<file path="config.mk">
export PLATFORM = sky130hd
export DESIGN_NAME = bcd_updown_counter
export DESIGN_NICKNAME = d
export VERILOG_FILES = /design/src/rtl/bcd_updown_counter.sv
export SDC_FILE = /design/constraint.sdc
export NUM_CORES = 1
export LEC_CHECK = 0
export CORE_UTILIZATION = 53
export CTS_BUF_LIST = sky130_fd_sc_hd__clkbuf_8
export DETAILED_ROUTE_END_ITERATION = 16
export PLACE_DENSITY = 0.83
export SLEW_MARGIN = 20
export SYNTH_ARGS = -nofsm -noshare
export SYNTH_HDL_FRONTEND = slang
export SYNTH_SLANG_ARGS = --single-unit
</file>
<file path="constraint.sdc">
create_clock -name clk -period 2.7 [get_ports clk]
set_input_delay 0.675 -clock clk [delete_from_list [all_inputs] [get_ports clk]]
set_output_delay 0.675 -clock clk [all_outputs]
set_load 0.02 [all_outputs]
</file>
<file path="src/rtl/bcd_updown_counter.sv">
`default_nettype none
// ============================================================================
//  Module   : bcd_updown_counter
//  Purpose  : Multi-digit packed-BCD up/down counter with a runtime wrap
//             limit, validated synchronous load and registered carry/borrow
//             pulses for chaining into the next stage's enable.
//  Revision : 1.0  initial release
// ============================================================================
module bcd_updown_counter #(
    parameter int                  DIGITS  = 2,
    parameter logic [4*DIGITS-1:0] RST_VAL = '0
) (
    input  logic                  clk,
    input  logic                  rst,
    input  logic                  en,
    input  logic                  up,
    input  logic                  load,
    input  logic [4*DIGITS-1:0]   load_val,
    input  logic [4*DIGITS-1:0]   max_val,
    output logic [4*DIGITS-1:0]   cnt,
    output logic                  carry,
    output logic                  borrow,
    output logic                  load_err
);

    localparam int c_WIDTH = 4 * DIGITS;

    // w_all9_below[k] / w_all0_below[k]: every digit below k is 9 / 0,
    // i.e. digit k receives the ripple on increment / decrement.
    logic [DIGITS-1:0]  w_all9_below;
    logic [DIGITS-1:0]  w_all0_below;
    logic [c_WIDTH-1:0] w_inc;
    logic [c_WIDTH-1:0] w_dec;
    logic [DIGITS-1:0]  w_nib_ok;
    logic               w_load_ok;
    logic               w_at_zero;

    assign w_all9_below[0] = 1'b1;
    assign w_all0_below[0] = 1'b1;

    generate
        for (genvar k = 0; k < DIGITS; k++) begin : g_digit
            logic [3:0] w_digit;
            assign w_digit = cnt[4*k +: 4];

            if (k < DIGITS - 1) begin : g_ripple
                assign w_all9_below[k+1] = w_all9_below[k] & (w_digit == 4'd9);
                assign w_all0_below[k+1] = w_all0_below[k] & (w_digit == 4'd0);
            end

            assign w_inc[4*k +: 4] = !w_all9_below[k]  ? w_digit :
                                     (w_digit == 4'd9) ? 4'd0    : w_digit + 4'd1;
            assign w_dec[4*k +: 4] = !w_all0_below[k]  ? w_digit :
                                     (w_digit == 4'd0) ? 4'd9    : w_digit - 4'd1;

            assign w_nib_ok[k] = (load_val[4*k +: 4] <= 4'd9);
        end
    endgenerate

    // Packed compare is a valid magnitude compare because both sides are BCD.
    assign w_load_ok = (&w_nib_ok) && (load_val <= max_val);
    assign w_at_zero = (cnt == '0);

    // Count register and one-cycle status pulses; priority rst > load > en.
    always_ff @(posedge clk or posedge rst) begin
        if (rst) begin
            cnt      <= RST_VAL;
            carry    <= 1'b0;
            borrow   <= 1'b0;
            load_err <= 1'b0;
        end else begin
            carry    <= 1'b0;
            borrow   <= 1'b0;
            load_err <= 1'b0;
            if (load) begin
                if (w_load_ok) begin
                    cnt <= load_val;
                end else begin
                    load_err <= 1'b1;
                end
            end else if (en) begin
                if (up) begin
                    // >= also catches a limit lowered below the current count.
                    if (cnt >= max_val) begin
                        cnt   <= '0;
                        carry <= 1'b1;
                    end else begin
                        cnt <= w_inc;
                    end
                end else begin
                    if (w_at_zero) begin
                        cnt    <= max_val;
                        borrow <= 1'b1;
                    end else if (cnt > max_val) begin
                        // Limit lowered below count: clamp without a pulse.
                        cnt <= max_val;
                    end else begin
                        cnt <= w_dec;
                    end
                end
            end
        end
    end

endmodule
`default_nettype wire

</file>
# Word-level counts from Yosys, hierarchy flattened
# Cells that the tools add are included.
[totals]
regBits = 11
out_inout_bits = 11
[op_classes]
n_eq_ne = 4
n_reduce_logical = 9
n_lt_le_gt_ge = 5
add_sub_neg = 4
n_mux = 23
[op_table]
columns = ["op", "n"]
rows = [
  ["8-bit two-way mux", 7],
  ["4-bit two-way mux", 6],
  ["1-bit two-way mux", 10],
  ["4-bit by 1-bit adder with 4-bit output (second input constant)", 2],
  ["4-bit equality test (second input constant)", 2],
  ["8-bit greater-or-equal comparator", 1],
  ["8-bit greater-than comparator", 1],
  ["4-bit <= comparator (second input constant)", 2],
  ["8-bit <= comparator", 1],
  ["4-bit logical NOT", 2],
  ["8-bit logical NOT", 1],
  ["4-bit by 1-bit subtractor with 4-bit output (second input constant)", 2],
  ["5-bit nonzero test", 1],
  ["4-bit by 1-bit inequality test with 1-bit output (second input constant)", 1],
  ["2-bit AND reduction", 2],
  ["4-bit AND reduction", 1],
  ["2-bit by 1-bit inequality test with 1-bit output (second input constant)", 1],
  ["2-bit nonzero test", 1],
  ["1-bit logical AND", 1],
]

# Longest topological paths before layout
[logic_depth]
depth_word = 8
mapped_depth = 9
mapped_depth_nobuf = 8

# Least setup slack after synthesis
# No wires, ideal clock.
[synth_timing]
kind = "input port to flip-flop"
start = "in max_val[3]"
end = "reg cnt[3]"
arrival_time_ns = 2.382
setup_ns = 0.126
n_path_buf = 1
required_time_ns = 2.574
path_stages = 9
path_slack_ns = 0.192
cell_sequence = "inv_1 -> ha_1 -> and3_1 -> a221o_1 -> a211oi_2 -> a311o_2 -> buf_6 -> o21ai_1 -> a221o_1"
[synth_between]
elab_chain_len = 6
word_cells_on_any_way = 12
[synth_lines]
columns = ["item", "line_no", "rtl"]
rows = [
  ["start: declaration", "19", "input logic [4*DIGITS-1:0] max_val,"],
  ["8-bit greater-than comparator", "94", "end else if (cnt > max_val) begin"],
  ["8-bit two-way mux", "94", ""],
  ["8-bit two-way mux", "91", "if (w_at_zero) begin"],
  ["8-bit two-way mux", "82", "if (up) begin"],
  ["8-bit two-way mux", "81", "end else if (en) begin"],
  ["8-bit two-way mux", "75", "if (load) begin"],
  ["end signal: assignment", "77", "cnt <= load_val;"],
  ["end signal: assignment", "92", "cnt <= max_val;"],
  ["end signal: assignment", "96", "cnt <= max_val;"],
  ["end: declaration", "20", "output logic [4*DIGITS-1:0] cnt,"],
]
# Parallel ways exist; a longest one is shown, timed or not. The select of a mux whose other input is x is not followed.
# A chain may end at the register's enable or synchronous reset.

# Final worst setup path
[layout_timing]
start = "in max_val[3]"
end = "reg cnt[2]"
# The elaborated chain is that of the path after synthesis.

==> impl_metrics.tcl <==
set metrics [dict create \
    reg2reg_depth 9 \
    drv_cap 0 \
    num_rows 18 \
    synth_fa_ha_area_share_pct 18.6 \
    n_antenna_cell 0 \
    syn_avg_cell_area_sq_um 8.09 \
    failed_checks "setup timing" \
    dp_hpwl_microns 3970 \
    hold_end "cnt[2]" \
    clkTransAtPathRegs_ns 0.05 \
    fin_hold_ws_ns 0.714 \
    synth_edf_count 0 \
    layout_common_cells "buf_4 (43), clkdlybuf4s50_1 (20), ha_1 (17)" \
    min_from "cnt[2]" \
    grt_pass1_wl_microns 8430 \
    placed_area_sq_um 2090 \
    cts_buffers 3 \
    cp_slowest_cell "ha_1" \
    setup-tns-final_ns -0.243 \
    crit_path_start_kind "input port" \
    setup_viol 6 \
    drive_above_1_share_pct 32.8 \
    io_pins 32 \
    fin_skew_ns 0.00242 \
    layout_setup_ws_ns -0.0655 \
    start_util_pct 57.7 \
    maxSlewViolCount 0 \
    worst_slew_pin_slew_ns 0.497 \
    synth_top_family_by_area "compound AO/OA/AOI/OAI gates" \
    synth_top_flop_cell "dfrtp_1" \
    syn_nets 226 \
    final_antenna_net_count 0 \
    die_area_sq_um 3010 \
    synth-compound-area-share_pct 27.4 \
    cts_hold_buf 0 \
    antenna_found_initial 0 \
    clk_latency_ns 0.24 \
    avgRoutedWirePerCell_microns 23.8 \
    utilization_pct 92.1 \
    status "finished, violations left" \
    mostFrequentLayoutCell "buf_4" \
    synth-simple-area-share_pct 27.4 \
    htree_levels 1 \
    cts_sinks 11 \
    synthCells 183 \
    power_mw 2.06 \
    synth.distinct_cells 56 \
    num-fill-cells 103 \
    post-route-cell-area_sq_um 2360 \
    synthMuxAreaShare_pct 1.01 \
    cts_root_buf "clkbuf_8" \
    worstPathMaxFanout 5 \
    gp_congestion 0.999 \
    syn2layout_area_growth_pct 59.7 \
    ir_worst_vdd_mv 1.07 \
    ys_seq_elements 11 \
    grt_max_degree 12 \
    slew_headroom_pct 66.5 \
    post-route-period-util_pct 102 \
    cpPeakStageDelay_ns 0.34 \
    fmax_mhz 362 \
    crit_chain "dlygate4sd2_1, inv_2, buf_4, ha_1, nand4_1, nor2_2, or2_4, buf_4, o2111ai_1, o211a_1, a221o_1" \
    synth_area_sq_um 1480 \
    die_x_microns 54.8 \
    wl_microns 6870 \
    cts_buffer_depth 2 \
    required_ns 2.82 \
    power_per_cell_area_nw_per_um2 873 \
    cp_common_cell "buf_4" \
    r2r_setup_slack_ns 0.22 \
    tritoncts "done" \
    nets 303 \
    first_global_vias 1828 \
    hold_violations 0 \
    track_usage_pct 39.8 \
    overflow 0 \
    multi_input_area_sq_um 1270 \
    ys_async_sr_fraction_pct 100 \
    finalCriticalPeriod_ns 2.77 \
    drc 0 \
    firstDrtPassIters 7 \
    chipHeight_microns 54.8 \
    timing.rr.start "cnt[5]" \
    io_buffer_count 31 \
    vias 2074 \
    core_area_sq_um 2570 \
    yosys_warnings 0 \
    layout.area.seq_sq_um 275 \
    crit_arrival_ns 2.89 \
    synth_xor_area_share_pct 0.592 \
    viasPerCell 7.18 \
    reg2reg_to "cnt[3]" \
    min_path_type "register to register" \
    p_leak_nw 1.11 \
    seq_area_frac_synth_pct 18.6 \
    holdPathStages 1 \
    cp-end-kind "register" \
    dr.first_iter.drc_count 153 \
    crit_type "input port to register" \
]
## flip-flops by register name (all words and copies together) (netlist names)
signal    count
load_err      1
cnt           8
carry         1
borrow        1
## metrics by stage
step	setup slack, ns	instances
2_1_floorplan	0.192	183
3_3_place_gp	-0.420	278
3_5_place_dp	-0.510	278
4_1_cts	-0.0288	289
5_1_grt	-0.234	289
6_report	-0.0655	289
## routing by layer
layer	global-route usage, %	routed length, microns
met1	48.2	2390
met5	0	0
met3	6.39	861
met2	66.9	2940
met4	19.7	673
## repair_timing
action / 4_1_cts / 5_1_grt
endpoints found under the setup margin: 8 / 8
setup buffers: 7 / 1
pin swaps: 13 / 11
gates resized for setup: 25 / 22
## critical path: cells and delay by family
family	cells	cell delay, ns
buffers and inverters	4	0.61
AND/OR/NAND/NOR	3	0.68
AO/OA/AOI/OAI	3	0.58
adder cells (fa/ha/maj)	1	0.34
## cell usage after synthesis (all sizes together), types with 2 or more instances
| cell | count | share of area (%) |
|---|---|---|
| a211oi | 2 | 1.4 |
| a21oi | 9 | 3.8 |
| a221o | 3 | 2.0 |
| a31oi | 6 | 2.5 |
| a32oi | 3 | 1.8 |
| and2 | 3 | 1.3 |
| and3 | 6 | 3.0 |
| buf | 3 | 1.6 |
| clkbuf | 2 | 0.51 |
| dfrtp | 11 | 19 |
| ha | 22 | 19 |
| inv | 16 | 4.1 |
| nand2 | 12 | 3.0 |
| nand2b | 5 | 2.1 |
| nand3 | 7 | 2.4 |
| nand4 | 6 | 3.0 |
| nor2 | 9 | 2.3 |
| nor2b | 4 | 1.7 |
| nor3 | 7 | 2.4 |
| nor3b | 2 | 1.0 |
| nor4b | 2 | 1.2 |
| o211a | 2 | 1.4 |
| o211ai | 4 | 2.0 |
| o21ai | 12 | 4.1 |
| o31ai | 2 | 1.0 |
| or2 | 2 | 0.85 |
## layout make-up
class,count,area share [%]
repair buffers,77,28.6
clock inverters,1,0.159
multi-input cells,150,53.6
inverters,17,2.70
well taps,30,1.59
clock buffers,3,1.75
flip-flops and latches,11,11.6
## kinds of logic after synthesis
logic type / count (synthesis)
AOI/OAI and AO/OA: 55
xor gates and xnor gates: 1
DFF: 11
muxes: 1
adders and majority gates: 22
buffers and inverters: 22
and+or+nand+nor: 71
## worst max path at each step
stage,start,endpoint,slack [ns],cells after the start
after floorplan,max_val[3],cnt[3],0.19,9
after global placement,max_val[5],cnt[6],-0.42,9
after detailed placement,max_val[5],cnt[6],-0.51,9
after CTS,max_val[6],cnt[6],-0.03,11
after global routing,load_val[6],cnt[7],-0.23,8
final,max_val[3],cnt[2],-0.07,11
## report_power, final
| part | internal [mW] | switching, mW | total, mW | leakage (nW) |
|---|---|---|---|---|
| Clock | 0.0997 | 0.0612 | 0.161 | 0.0269 |
| Combinational | 0.728 | 0.846 | 1.57 | 0.952 |
| Sequential | 0.224 | 0.106 | 0.330 | 0.136 |
| Total | 1.05 | 1.01 | 2.06 | 1.11 |
No activity file was read; power rests on OpenSTA's default activity.
